==> src/rtl/mem_arb_pkg.sv <==
// mem_arb_pkg
//   Shared definitions for the two-port memory arbiter: port count, port
//   index constants and the arbiter FSM state encoding.
package mem_arb_pkg;

    localparam int   NUM_PORTS = 2;

    // Port index constants
    localparam logic P_ICACHE  = 1'b0;
    localparam logic P_DCACHE  = 1'b1;

    typedef enum logic [1:0] {
        IDLE    = 2'd0,
        BUSY0   = 2'd1,
        BUSY1   = 2'd2,
        RELEASE = 2'd3
    } arb_state_e;

    // BUSY state that corresponds to a granted port
    function automatic arb_state_e busy_state(input logic port);
        return port ? BUSY1 : BUSY0;
    endfunction

endpackage

==> src/rtl/mem_arb_pick.sv <==
// mem_arb_pick
//   Combinational winner selection between the I-cache (req0) and the
//   D-cache (req1).
//   Optional feature macro: ARB_ROUND_ROBIN_EN
//     defined   : on a tie the port that did not win last time is picked.
//     undefined : fixed priority, D-cache wins every tie.
// Ports
//   req0_i        in   I-cache request
//   req1_i        in   D-cache request
//   last_grant_i  in   port granted most recently (round-robin only)
//   grant_o       out  winning port index
//   grant_valid_o out  at least one port is requesting
module mem_arb_pick
    import mem_arb_pkg::*;
(
    input  logic req0_i,
    input  logic req1_i,
    input  logic last_grant_i,
    output logic grant_o,
    output logic grant_valid_o
);

`ifdef ARB_ROUND_ROBIN_EN
    always_comb begin
        grant_valid_o = req0_i | req1_i;
        if (req0_i && req1_i)
            grant_o = ~last_grant_i;
        else
            grant_o = req1_i ? P_DCACHE : P_ICACHE;
    end
`else
    // History is irrelevant under fixed priority.
    logic unused_last_grant;
    assign unused_last_grant = last_grant_i;

    always_comb begin
        grant_valid_o = req0_i | req1_i;
        grant_o       = req1_i ? P_DCACHE : P_ICACHE;
    end
`endif

endmodule

==> src/rtl/mem_port_arbiter.sv <==
// mem_port_arbiter
//   Shares one line-wide data-memory port between the I-cache (port 0) and
//   the D-cache (port 1). The winning request is captured into registers
//   that drive the memory; completion is returned as a registered one-cycle
//   ack with the read line.
//   Optional feature macro: ARB_ROUND_ROBIN_EN (see mem_arb_pick).
// Ports
//   clk_i, rst_i                    clock, async active-low reset
//   m0_enable_i/write_i/addr_i/data_i  I-cache request
//   m0_ack_o, m0_data_o             I-cache completion pulse + read line
//   m1_*                            same for the D-cache
//   mem_enable_o/write_o/addr_o/data_o  registered memory request
//   mem_data_i, mem_ack_i           memory read line + completion pulse
module mem_port_arbiter
    import mem_arb_pkg::*;
#(
    parameter int ADDR_W = 32,
    parameter int DATA_W = 256
) (
    input  logic              clk_i,
    input  logic              rst_i,

    input  logic              m0_enable_i,
    input  logic              m0_write_i,
    input  logic [ADDR_W-1:0] m0_addr_i,
    input  logic [DATA_W-1:0] m0_data_i,
    output logic              m0_ack_o,
    output logic [DATA_W-1:0] m0_data_o,

    input  logic              m1_enable_i,
    input  logic              m1_write_i,
    input  logic [ADDR_W-1:0] m1_addr_i,
    input  logic [DATA_W-1:0] m1_data_i,
    output logic              m1_ack_o,
    output logic [DATA_W-1:0] m1_data_o,

    output logic              mem_enable_o,
    output logic              mem_write_o,
    output logic [ADDR_W-1:0] mem_addr_o,
    output logic [DATA_W-1:0] mem_data_o,
    input  logic [DATA_W-1:0] mem_data_i,
    input  logic              mem_ack_i
);

    arb_state_e                        state;
    logic                              last_grant;
    logic                              grant;
    logic                              grant_valid;
    logic [NUM_PORTS-1:0]              ack_q;
    logic [NUM_PORTS-1:0][DATA_W-1:0]  rdata_q;

    // Request fields of the current winner
    logic              sel_write;
    logic [ADDR_W-1:0] sel_addr;
    logic [DATA_W-1:0] sel_data;
    logic              busy_port;

    mem_arb_pick u_pick (
        .req0_i        (m0_enable_i),
        .req1_i        (m1_enable_i),
        .last_grant_i  (last_grant),
        .grant_o       (grant),
        .grant_valid_o (grant_valid)
    );

    always_comb begin
        sel_write = (grant == P_DCACHE) ? m1_write_i : m0_write_i;
        sel_addr  = (grant == P_DCACHE) ? m1_addr_i  : m0_addr_i;
        sel_data  = (grant == P_DCACHE) ? m1_data_i  : m0_data_i;
        busy_port = (state == BUSY1) ? P_DCACHE : P_ICACHE;
    end

    always_ff @(posedge clk_i or negedge rst_i) begin
        if (!rst_i) begin
            state        <= IDLE;
            last_grant   <= P_DCACHE;
            mem_enable_o <= 1'b0;
            mem_write_o  <= 1'b0;
            mem_addr_o   <= '0;
            mem_data_o   <= '0;
            ack_q        <= '0;
            rdata_q      <= '0;
        end else begin
            case (state)
                IDLE: begin
                    if (grant_valid) begin
                        mem_enable_o <= 1'b1;
                        mem_write_o  <= sel_write;
                        mem_addr_o   <= sel_addr;
                        mem_data_o   <= sel_data;
                        last_grant   <= grant;
                        state        <= busy_state(grant);
                    end
                end
                BUSY0, BUSY1: begin
                    // Completes even if the requester has dropped enable.
                    if (mem_ack_i) begin
                        mem_enable_o       <= 1'b0;
                        mem_write_o        <= 1'b0;
                        ack_q[busy_port]   <= 1'b1;
                        rdata_q[busy_port] <= mem_data_i;
                        state              <= RELEASE;
                    end
                end
                RELEASE: begin
                    // Acked requester still shows enable this cycle, so no
                    // arbitration here.
                    ack_q <= '0;
                    state <= IDLE;
                end
                default: state <= IDLE;
            endcase
        end
    end

    assign m0_ack_o  = ack_q[P_ICACHE];
    assign m1_ack_o  = ack_q[P_DCACHE];
    assign m0_data_o = rdata_q[P_ICACHE];
    assign m1_data_o = rdata_q[P_DCACHE];

endmodule

==> config.mk <==
export PLATFORM = sky130hd
export DESIGN_NAME = mem_port_arbiter
export DESIGN_NICKNAME = d
export VERILOG_FILES = /design/src/rtl/mem_arb_pkg.sv /design/src/rtl/mem_arb_pick.sv /design/src/rtl/mem_port_arbiter.sv
export SDC_FILE = /design/constraint.sdc
export NUM_CORES = 1
export LEC_CHECK = 0
export CAP_MARGIN = 20
export CELL_PAD_IN_SITES_DETAIL_PLACEMENT = 0
export CELL_PAD_IN_SITES_GLOBAL_PLACEMENT = 1
export CORE_AREA = 2 2 643 645
export CTS_CLUSTER_SIZE = 24
export DETAILED_ROUTE_END_ITERATION = 6
export DIE_AREA = 0 0 645 647
export GPL_TIMING_DRIVEN = 1
export PLACE_DENSITY_LB_ADDON = 0.3
export SLEW_MARGIN = 20
export SYNTH_ARGS = -nofsm -noshare
export SYNTH_HDL_FRONTEND = slang
export SYNTH_SLANG_ARGS = --single-unit
export TNS_END_PERCENT = 50
==> constraint.sdc <==
create_clock -name clk_i -period 2.2 [get_ports clk_i]
set_input_delay 0.44 -clock clk_i [delete_from_list [all_inputs] [get_ports clk_i]]
set_output_delay 0.44 -clock clk_i [all_outputs]
set_load 0.01 [all_outputs]
==> impl_summary.md, run 1 <==
Global route
The initial antenna violation count is approximately 160. The aggregate global routing overflow is 0. The first-pass GRT wire length is ~360 mm. For met3 alone, demand over resource in global routing was 0.0723. For met2 alone, demand over resource in global routing was 0.239. For met1 alone, demand over resource in global routing was 0.136. Entering global routing, the biggest net connects 65 pins. The number of global-route vias before repair was about 29,000.

The global routing usage summed across all routing layers is 0.134. The most utilized layer in the global route result is met2.

Timing
Setup repair after global routing left no endpoint under its margin. Setup violations remaining at the end of the flow were counted as 0. The final number of hold-violating endpoints came to 0.

Static timing analysis puts the maximum clock frequency at about 470 MHz. The worst pin sits at a relative slew slack of 0.585. At the pin with the least slew margin, the transition time is 0.606 ns. On the final layout, the worst clock skew is about 0.11 ns. The post-layout minimum cycle time is 2.13 ns.

The worst hold margin is 0.154 ns. Of the available clock period, the critical path in the final layout requires 0.966. The max-slew violation count is 0.

Finish
Leaving out fill and tap cells, the most frequent cells in the layout are sky130_fd_sc_hd__clkdlybuf4s50_1 (839), sky130_fd_sc_hd__dfrtp_1 (799), sky130_fd_sc_hd__dlygate4sd2_1 (586). Compared with the post-synthesis result, the final layout area differs by 84.9%. The most common library cell in the layout ignoring fill and taps is sky130_fd_sc_hd__clkdlybuf4s50_1. The total number of nets in the final design is 5,001. In the final layout, the share of cells above drive strength 1 is 0.253. Measured on the finished design, the core utilization comes to 0.146.

Pwr
The power density relative to cell area is about 1400 nW/um^2. VDD sags by at most 595 uV. For this design the static power due to leakage is 25.8 nW.

Worst setup path
Along the worst path, the maximum fanout reaches 34. The depth of the most critical reg-to-reg path is 7. The largest incremental delay on the critical path is 0.37 ns. Data arrives at the worst endpoint at 2.85 ns.

STA classifies the critical path endpoint as a flop. The worst setup path is of the reg2reg kind. The worst setup path is launched from a flop. In this run the critical register-to-register path is captured at m0_data_o[237].

Among the stages of the critical path, the cell type that occurs most often is sky130_fd_sc_hd__buf_12. Traced cell by cell, the critical path runs through inv_1 -> ha_1 -> buf_12 -> nand3b_1 -> buf_12 -> buf_12 -> mux2_2. The worst flop-to-flop path startpoint is state[0]. The critical path required time is 2.93 ns. The cell with the largest stage delay on the worst path is sky130_fd_sc_hd__mux2_2. In this run the register-to-register setup slack is 0.07 ns.

Logic synthesis
After synthesis, the cell types taking the most area are sky130_fd_sc_hd__dfrtp_1 (62%), sky130_fd_sc_hd__mux2_2 (18%), sky130_fd_sc_hd__mux2i_1 (8.9%), sky130_fd_sc_hd__o21ai_0 (4.5%), sky130_fd_sc_hd__nand2_1 (3.3%). The synthesized design contains 806 register bits. Summed over all instances, the cell type with the most area after synthesis is sky130_fd_sc_hd__dfrtp_1. The net count of the mapped netlist is 3,211. The cell count after synthesis is 2,368.

Of the post-synthesis cell area, the dominant cell type holds 0.620. Summing every instance area after synthesis gives 32,500 um^2. For this run, the register share of the synthesized area comes to 0.620.

A synthesized cell averages ~14 um^2. The Yosys step of the flow raised 0 warnings. The count of distinct cell types in the synthesized netlist is 22.

Die
The starting density of the core is 0.0791. The I/O pin count is about 1,600. The die span in y is 647 um.

The die covers 417,000 um^2. The total area inside the core boundary comes to roughly 400,000 um^2. After floorplanning, the core was divided into 236 placement rows.

The floorplan die width is around 650 um.

Detailed routing
The post-route antenna net violation count is 0. Dividing the detail-routed wire length by the instance count gives 29.8 um. Using the TritonRoute via totals, the vias-per-cell ratio works out to 2.82. The first routing iteration left 1,114 violations. The final routed DRC violation total is 0. The total via count in the routed design is 27,477. For this block, the routed nets add up to 291 mm of wire. The first TritonRoute pass finished after 4 iterations.

Worst hold path
The path category of the worst min-delay check is in2async.

Clocking
After clock tree synthesis, the clock-pin slew on the worst setup and hold paths is 0.06 ns. The number of H-tree levels is 3. The clock net sink count is 806.

The CTS root buffer is sky130_fd_sc_hd__clkbuf_16. The TritonCTS clock tree is built. The maximum buffer depth of the clock tree is 4. For the worst-skew pair, the clock arrives at the later sink with an insertion delay of slightly below 0.9 ns. The clock buffer count from CTS is between 100 and 150.

Run status
The flow ran to the end, and the final reports show no timing, DRC or antenna violations.

Job
Across the run, the number of max-cap violations was 0.

Placed design
The HPWL after detailed placement is 258 mm. The final weighted congestion in routability-driven placement is 0.895. In this run the tool buffered the top-level ports with 1,642 buffer cells.
==> cells in the mapped netlist, drive strengths merged <==
library cell	count
a21oi	1
nand2b	1
dfrtp	806
ha	4
mux2	515
nor2	3
o21ai	293
o2bb2ai	1
nand2	290
inv	4
nand3	1
nor2b	2
mux2i	290
nand3b	1
clkbuf	28
nor3b	1
a211o	1
o31ai	1
buf	125
==> state kept, by name, indices dropped and copies added, names as in the netlist, named ones only <==
signal	flops
mem_data_o	256
mem_addr_o	32
m1_data_o	256
ack_q	1
m0_data_o	256
mem_write_o	1
state	2
mem_enable_o	1
==> critical path, delay by kind of cell, from the launching register on <==
kind	cells	cell delay [ns]
buffers and inverters	4	0.71
adders and majority gates	1	0.35
DFF	1	0.34
muxes	1	0.37
and+or+nand+nor	1	0.21
==> kinds of logic after synthesis <==
kind of cell             share of synthesized area
multiplexers                                 0.268
AND/OR/NAND/NOR                             0.0350
flip-flops                                   0.620
buffers and inverters                       0.0291
adder cells (fa/ha/maj)                    0.00154
AO/OA/AOI/OAI                               0.0464
==> routing by layer <==
metal,up-vias,part of all wire
li1,11951,-
met5,-,0.0018
met2,1228,0.50
met1,13779,0.35
met3,439,0.12
met4,80,0.027
==> report_power, final <==
group          switching [mW]  internal, mW  leakage [nW]
Clock                    7.54          11.3          1.85
Combinational            23.7          17.5          14.2
Sequential               4.61          22.4          9.71
Total                    35.8          51.2          25.8
==> cell type report <==
cell class                      instances  area (um^2)
Fill cell                           46240       351000
Sequential cell                       806        20200
Timing Repair Buffer                 1831        17800
Multi-Input combinational cell       1405        11400
Tap cell                             5474         6850
Clock buffer                          162         3300
Clock inverter                         39          467
Antenna cell                           36         90.1
Inverter                                4         15.0
==> worst max-delay path by stage <==
stage | from | to | cells past startpoint
2_1_floorplan | state[1] | m0_data_o[215] | 7
3_3_place_gp | mem_ack_i | m0_data_o[115] | 6
3_5_place_dp | mem_ack_i | m0_data_o[212] | 6
4_1_cts | m1_data_o[150] | m1_data_o[150] | 1
5_1_grt | state[0] | m0_data_o[241] | 7
6_report | state[0] | m0_data_o[237] | 7
==> through the flow <==
| step | total power, mW | TNS [ns] | instances | worst slack [ns] | instance area [um^2] |
|---|---|---|---|---|---|
| finish | 87.0 | 0 | 9757 | 0.0747 | 60100 |
| CTS | 90.0 | -1.15 | 9719 | -0.107 | 59900 |
| detailed placement | 74.5 | -73.77 | 9517 | -0.331 | 56800 |
| floorplan | 41.5 | 0 | 2368 | 0.373 | 32500 |
| global placement | 74.3 | -67.22 | 9517 | -0.306 | 56800 |
| global route | 92.6 | 0 | 9740 | 0.00167 | 60100 |
==> repair_timing <==
item,4_1_cts,5_1_grt
hold endpoints to repair,151,0
gates cloned,0,1
resized for setup,845,29
endpoints found under the setup margin,707,37
buffers inserted,0,1
hold buffers,1,0
Note: power is estimated with default switching activity, not from simulation.
==> run 2: changes to the inputs <==
==> constraint.sdc (replaced) <==
create_clock -name clk_i -period 2.2 [get_ports clk_i]
set_input_delay 0.22 -clock clk_i [delete_from_list [all_inputs] [get_ports clk_i]]
set_output_delay 0.22 -clock clk_i [all_outputs]
set_load 0.01 [all_outputs]
==> run 2 against run 1 <==
Net effect: sequential power hardly changed; worst setup slack lost 0.026 ns; wire length grew 0.57%; flip-flop and latch count unchanged; critical path depth shrank 6; critical endpoint is now mem_data_o[156]; largest power group unchanged.
==> impl_summary.md, run 2 (same netlist as run 1, synthesis figures left out) <==
Run status
The flow ran to the end, and the final reports show no timing, DRC or antenna violations.

Worst setup path
The signal arrival time at the worst endpoint came to 1.93 ns (-0.92 ns). On the critical path, the stage with the largest delay is an instance of sky130_fd_sc_hd__dlygate4sd2_1. The critical path required time is 1.98 ns (-0.95 ns). The largest incremental delay on the critical path is 0.71 ns (+0.34 ns). The top fanout value on the critical path is 2 (-94%). STA classifies the critical path endpoint as an output port.

The kind of cell adding the most delay to the critical path is buffers and inverters. The category of the worst setup path launch point is a flop. The worst path buffer plus inverter count is 1 (-3). The setup path with the least slack is of type reg2out. The signal on the critical path passes through dlygate4sd2_1.

Finish
The utilization after layout was 0.152 (+0.00598). In the layout the commonest cells are sky130_fd_sc_hd__clkdlybuf4s50_1 (1,338), sky130_fd_sc_hd__dfrtp_1 (805), sky130_fd_sc_hd__mux2_2 (515). The total number of nets in the final design is 5,225 (+4.5%).

The total of fill cells in the finished design is 46,046 (-0.42%). The layout cell share with drive strength beyond 1 is 0.208 (-0.0450). The most common library cell in the layout ignoring fill and taps is sky130_fd_sc_hd__clkdlybuf4s50_1. The post-layout instance area is 62,600 um^2 (+4.1%).

From synthesis to final layout, the design area changed by 92.4%. The number of non-filler instances in the completed layout is 9,975 (+2.2%).

Pwr
The leakage power figure came to 25.7 nW (-0.37%). The share of power burned in combinational logic came to 0.492 (+0.019). The clock network fraction of design power is 0.207 (-0.010). The peak ir drop on the vdd network came to 709 uV (+19%). The net switching component of the power is 36.3 mW (+1.3%). The switching power as a share of total power is 0.402 (-0.00910). The power density relative to cell area is 1440 nW/um^2 (-0.50%). The sequential group share of total power was 0.301 (-0.010).

The internal power is 53.8 mW (+5.2%). The power consumption came to 90.1 mW (+3.6%).

Placed design
The HPWL after detailed placement came to 258 mm (+0.21%). The pre-CTS setup slack was -0.0220 ns (+0.309 ns). The standard cell area after detailed placement was 56,600 um^2 (-0.37%).

The final weighted congestion in routability-driven placement is 0.915 (+2.3%). The cell count after placement came to 9,490 (-0.28%). The number of port buffers came to 1,642 (unchanged).

Worst hold path
The path class of the tightest hold or removal check is in2reg.

Clocking
The clock buffer count from CTS is 112 (+1.8%). The number of H-tree levels is 3 (unchanged). The CTS root buffer is sky130_fd_sc_hd__clkbuf_16. The clock net sink count is 806 (unchanged).

The TritonCTS clock tree is built. The maximum buffer depth of the clock tree is 4 (unchanged). The clock latency of the later-clocked register in the worst-skew pair was 0.89 ns (+0.02 ns). The post-CTS clock slew at the launch and capture registers of the worst setup and hold paths is 0.06 ns (about the same).

Die
The number of rows in the core area is 236 (unchanged). The floorplan die width was 645 um (unchanged). The starting density of the core is 0.0791 (unchanged). The standard cell core area was 411,000 um^2 (unchanged). The die span in y is 647 um (unchanged). The I/O pin count was 1,643 (unchanged). The floorplan die area is 417,000 um^2 (unchanged).

Detailed routing
The final routed DRC violation total came to 0 (unchanged). The post-route antenna net violation count is 0 (unchanged). The via density per instance is 2.85 (+1.3%). The total via count in the routed design is 28,453 (+3.6%). The detailed-router iteration count before antenna repair is 5 (+1).

The total routed wirelength came to 293 mm (+0.57%). The average routed wire per standard cell is 29.4 um (-1.6%). The count of routing violations after the opening detailed-route iteration was 1,198 (+7.5%).

Timing
Setup repair after global routing left no endpoint under its margin. The final number of hold-violating endpoints is 0 (unchanged). The max-slew violation count is 0 (unchanged).

The post-layout minimum cycle time was 2.15 ns (+0.0260 ns). The fraction of the cycle the final worst path needs is 0.978 (+0.0118). The worst-case headroom to the max-slew limit is 0.516 (-0.0686). The final clock skew is 0.0907 ns (-0.0205 ns). The highest attainable clock frequency is 465 MHz (-1.2%). The final setup slack of the worst path is 0.0487 ns (-0.0260 ns). The setup TNS was 0 ns (unchanged). The slew of the pin with the lowest slew margin is 0.706 ns (+0.100 ns).

The worst hold margin is 0.0975 ns (-0.0564 ns). The final count of negative-setup-slack endpoints is 0 (unchanged).

Global route
The initial antenna violation count is 180 (+12%). The number of global-route vias before repair is 30,164 (+5.0%). The global routing usage summed across all routing layers is 0.135 (+0.00102). The aggregate global routing overflow is 0 (unchanged). The first-pass GRT wire length is 361 mm (+1.3%). The maximum number of pins on one net before global-route repair is 73 (+12%).

Job
The count of maximum capacitance violations is 0 (unchanged).
[run 2: path summary, 6_finish.rpt]
path	endpoint	cells after the start	start	slack, ns
worst min-delay path	mem_data_o[253]	3	m0_data_i[253]	0.1
max in group asynchronous	m0_data_o[94]	3	rst_i	0.86
min in group asynchronous	m0_data_o[46]	3	rst_i	0.36
worst min register to register	mem_data_o[233]	2	mem_data_o[233]	0.47
worst max register to register	m0_data_o[121]	7	state[1]	0.14
worst max-delay path	mem_data_o[156]	1	mem_data_o[156]	0.05
[run 2: worst register-to-register path, cell delays in order, from the launching register on]
cell and delay [ns]:
sky130_fd_sc_hd__dfrtp_1 0.37, sky130_fd_sc_hd__buf_4 0.14, sky130_fd_sc_hd__ha_1 0.18, sky130_fd_sc_hd__nand3b_1 0.32
sky130_fd_sc_hd__buf_12 0.25, sky130_fd_sc_hd__buf_12 0.16, sky130_fd_sc_hd__buf_16 0.19, sky130_fd_sc_hd__mux2_2 0.34
[run 2: power by group through the flow]
stage               Combinational (mW)  Sequential, mW  Clock (mW)
finish                            44.3            27.1        18.6
global route                      47.6            28.1        20.0
CTS                               46.3            27.2        19.5
detailed placement                47.0            27.4           0
global placement                  46.8            27.3           0
floorplan                         11.8            29.7           0
[run 2: area by class of cell]
type,instances,area [um^2],share of cell area
Multi-Input combinational cell,1405,11400,0.183
Tap cell,5474,6850,0.109
Inverter,4,15.0,0.000240
Clock inverter,43,536,0.00856
Timing Repair Buffer,2053,20400,0.326
Clock buffer,149,3100,0.0496
Sequential cell,806,20200,0.322
Antenna cell,41,103,0.00164
[run 2: timing repair]
action / CTS / global route
setup endpoints to repair: 301 / 100
pin swaps: 1 / 0
hold buffers: 248 / 0
hold endpoints to repair: 867 / 0
buffers inserted: 0 / 4
gates resized for setup: 234 / 9
[run 2: metal layers]
layer | share of wire | global-route usage | vias up
met2 | 0.50 | 0.239 | 1314
li1 | - | - | 12387
met4 | 0.032 | 0.0352 | 74
met1 | 0.35 | 0.140 | 14222
met5 | 0.0016 | 0 | -
met3 | 0.12 | 0.0700 | 456
==> patch, RTL diff (config.mk and constraints of run 1) <==
`ADDR_W`: 32 -> 16.
--- a/src/rtl/mem_port_arbiter.sv
+++ b/src/rtl/mem_port_arbiter.sv
@@ -16,3 +16,3 @@
 #(
-    parameter int ADDR_W = 32,
+    parameter int ADDR_W = 16,
     parameter int DATA_W = 256
Ports: changed (resized m0_addr_i, m1_addr_i and mem_addr_o); port bits go from 1643 to 1595. No check against the original RTL was run, so the function may have changed too.
==> patch against run 1 <==
Final area fell by 3.4%. Wire length shrank 16%. Fmax is 1.0% higher. Register-to-register slack improved by 60 ps. Area after synthesis decreased by 2.3%. Via count is 6.1% lower. Total power shrank 6.1%. Sequential cell count down 16. Setup slack improved by 22 ps.
==> patch: results (changes against run 1) <==
- Run status: finished clean
- Pwr/cell area: 1410 mW/mm^2 (-2.8%)
- Flop2flop setup slack: 130 ps (+60 ps)
- Sequential area share after synthesis: 0.622 (+0.00198)
- Syn Nets: 3110 (-3.1%)
- Post-cts sizing count: 836 (-1.1%)
- Met3 wire length: 25900 microns (-24%)
- Metal-1 WL: 81600 microns (-20%)
- Synth Instances: 2299 (-2.9%)
- Fillcell total: 46500 (+0.48%)
- Final period utilization: 0.956 (-0.00991)
- Dpl ws: -112 ps (+218 ps)
- Placed Cells: 9360 (-1.6%)
- Share of layout cells above drive strength 1: 0.122 (-0.131)
- Critical R2R Capture: m1_data_o[126]$_DFFE_PN0P_
- Synth cell count leaders: dfrtp_1, mux2_1, mux2i_1, nand2_1, o21ai_1
- Worst hold margin: 185 ps (+30.8 ps)
- Largest net degree at the start of global routing: 81 (+25%)
- FF-to-FF Start: state[1]$_DFFE_PN0P_
- Clock Skews: 91.0 ps (-20.2 ps)
- Main area contributors after synthesis: dfrtp_1, mux2_1, mux2i_1
- Yosys cell types: 24 (+9.1%)
- Total combinational power: 36.9 mW (-10%)
- DRT iter0 DRCs: 1010 (-9.3%)
- GR Util met1: 0.108 (-0.0280)
[patch: cell types whose count changed in the layout (fill, tap and decap cells not counted), moves of 18 or more]
cell | run 1 | this run
mux2_1 | 0 | 493
mux2_2 | 515 | 22
o21ai_0 | 292 | 24
o21ai_1 | 0 | 252
dlygate4sd2_1 | 586 | 639
buf_4 | 228 | 185
clkdlybuf4s50_1 | 839 | 804
dfrtp_1 | 799 | 765
clkdlybuf4s15_2 | 71 | 44
dlymetal6s2s_1 | 21 | 1
dfrtp_2 | 7 | 25
[patch: cell type report]
class,instances,area (sq um),share of cell area
Antenna cell,23,57.6,0.000991
Clock buffer,153,3150,0.0543
Clock inverter,32,443,0.00763
Inverter,4,15.0,0.000259
Multi-Input combinational cell,1357,11100,0.192
Sequential cell,790,19800,0.341
Tap cell,5474,6850,0.118
Timing Repair Buffer,1738,16600,0.286
[patch: worst max path at each step]
stage                          startpoint                         end  cells after the start
2_1_floorplan        state[1]$_DFFE_PN0P_  m0_data_o[215]$_DFFE_PN0P_                      7
3_3_place_gp                    mem_ack_i  m0_data_o[152]$_DFFE_PN0P_                      5
3_5_place_dp                    mem_ack_i  m0_data_o[152]$_DFFE_PN0P_                      5
4_1_cts        m1_data_o[208]$_DFFE_PN0P_              m1_data_o[208]                      1
5_1_grt        mem_data_o[91]$_DFFE_PN0P_              mem_data_o[91]                      1
6_report       mem_data_o[68]$_DFFE_PN0P_              mem_data_o[68]                      1
[patch: logic make-up (layout without fill, tap and decap cells)]
kind of cell    after synthesis  after routing  share of synthesized area
compound gates              281            281                     0.0447
flops                       790            790                      0.622
buf+inv                     152           1927                     0.0283
fa+ha+maj                     4              4                    0.00158
other cells                   0             23                          0
simple gates                283            283                     0.0342
mux                         789            789                      0.269
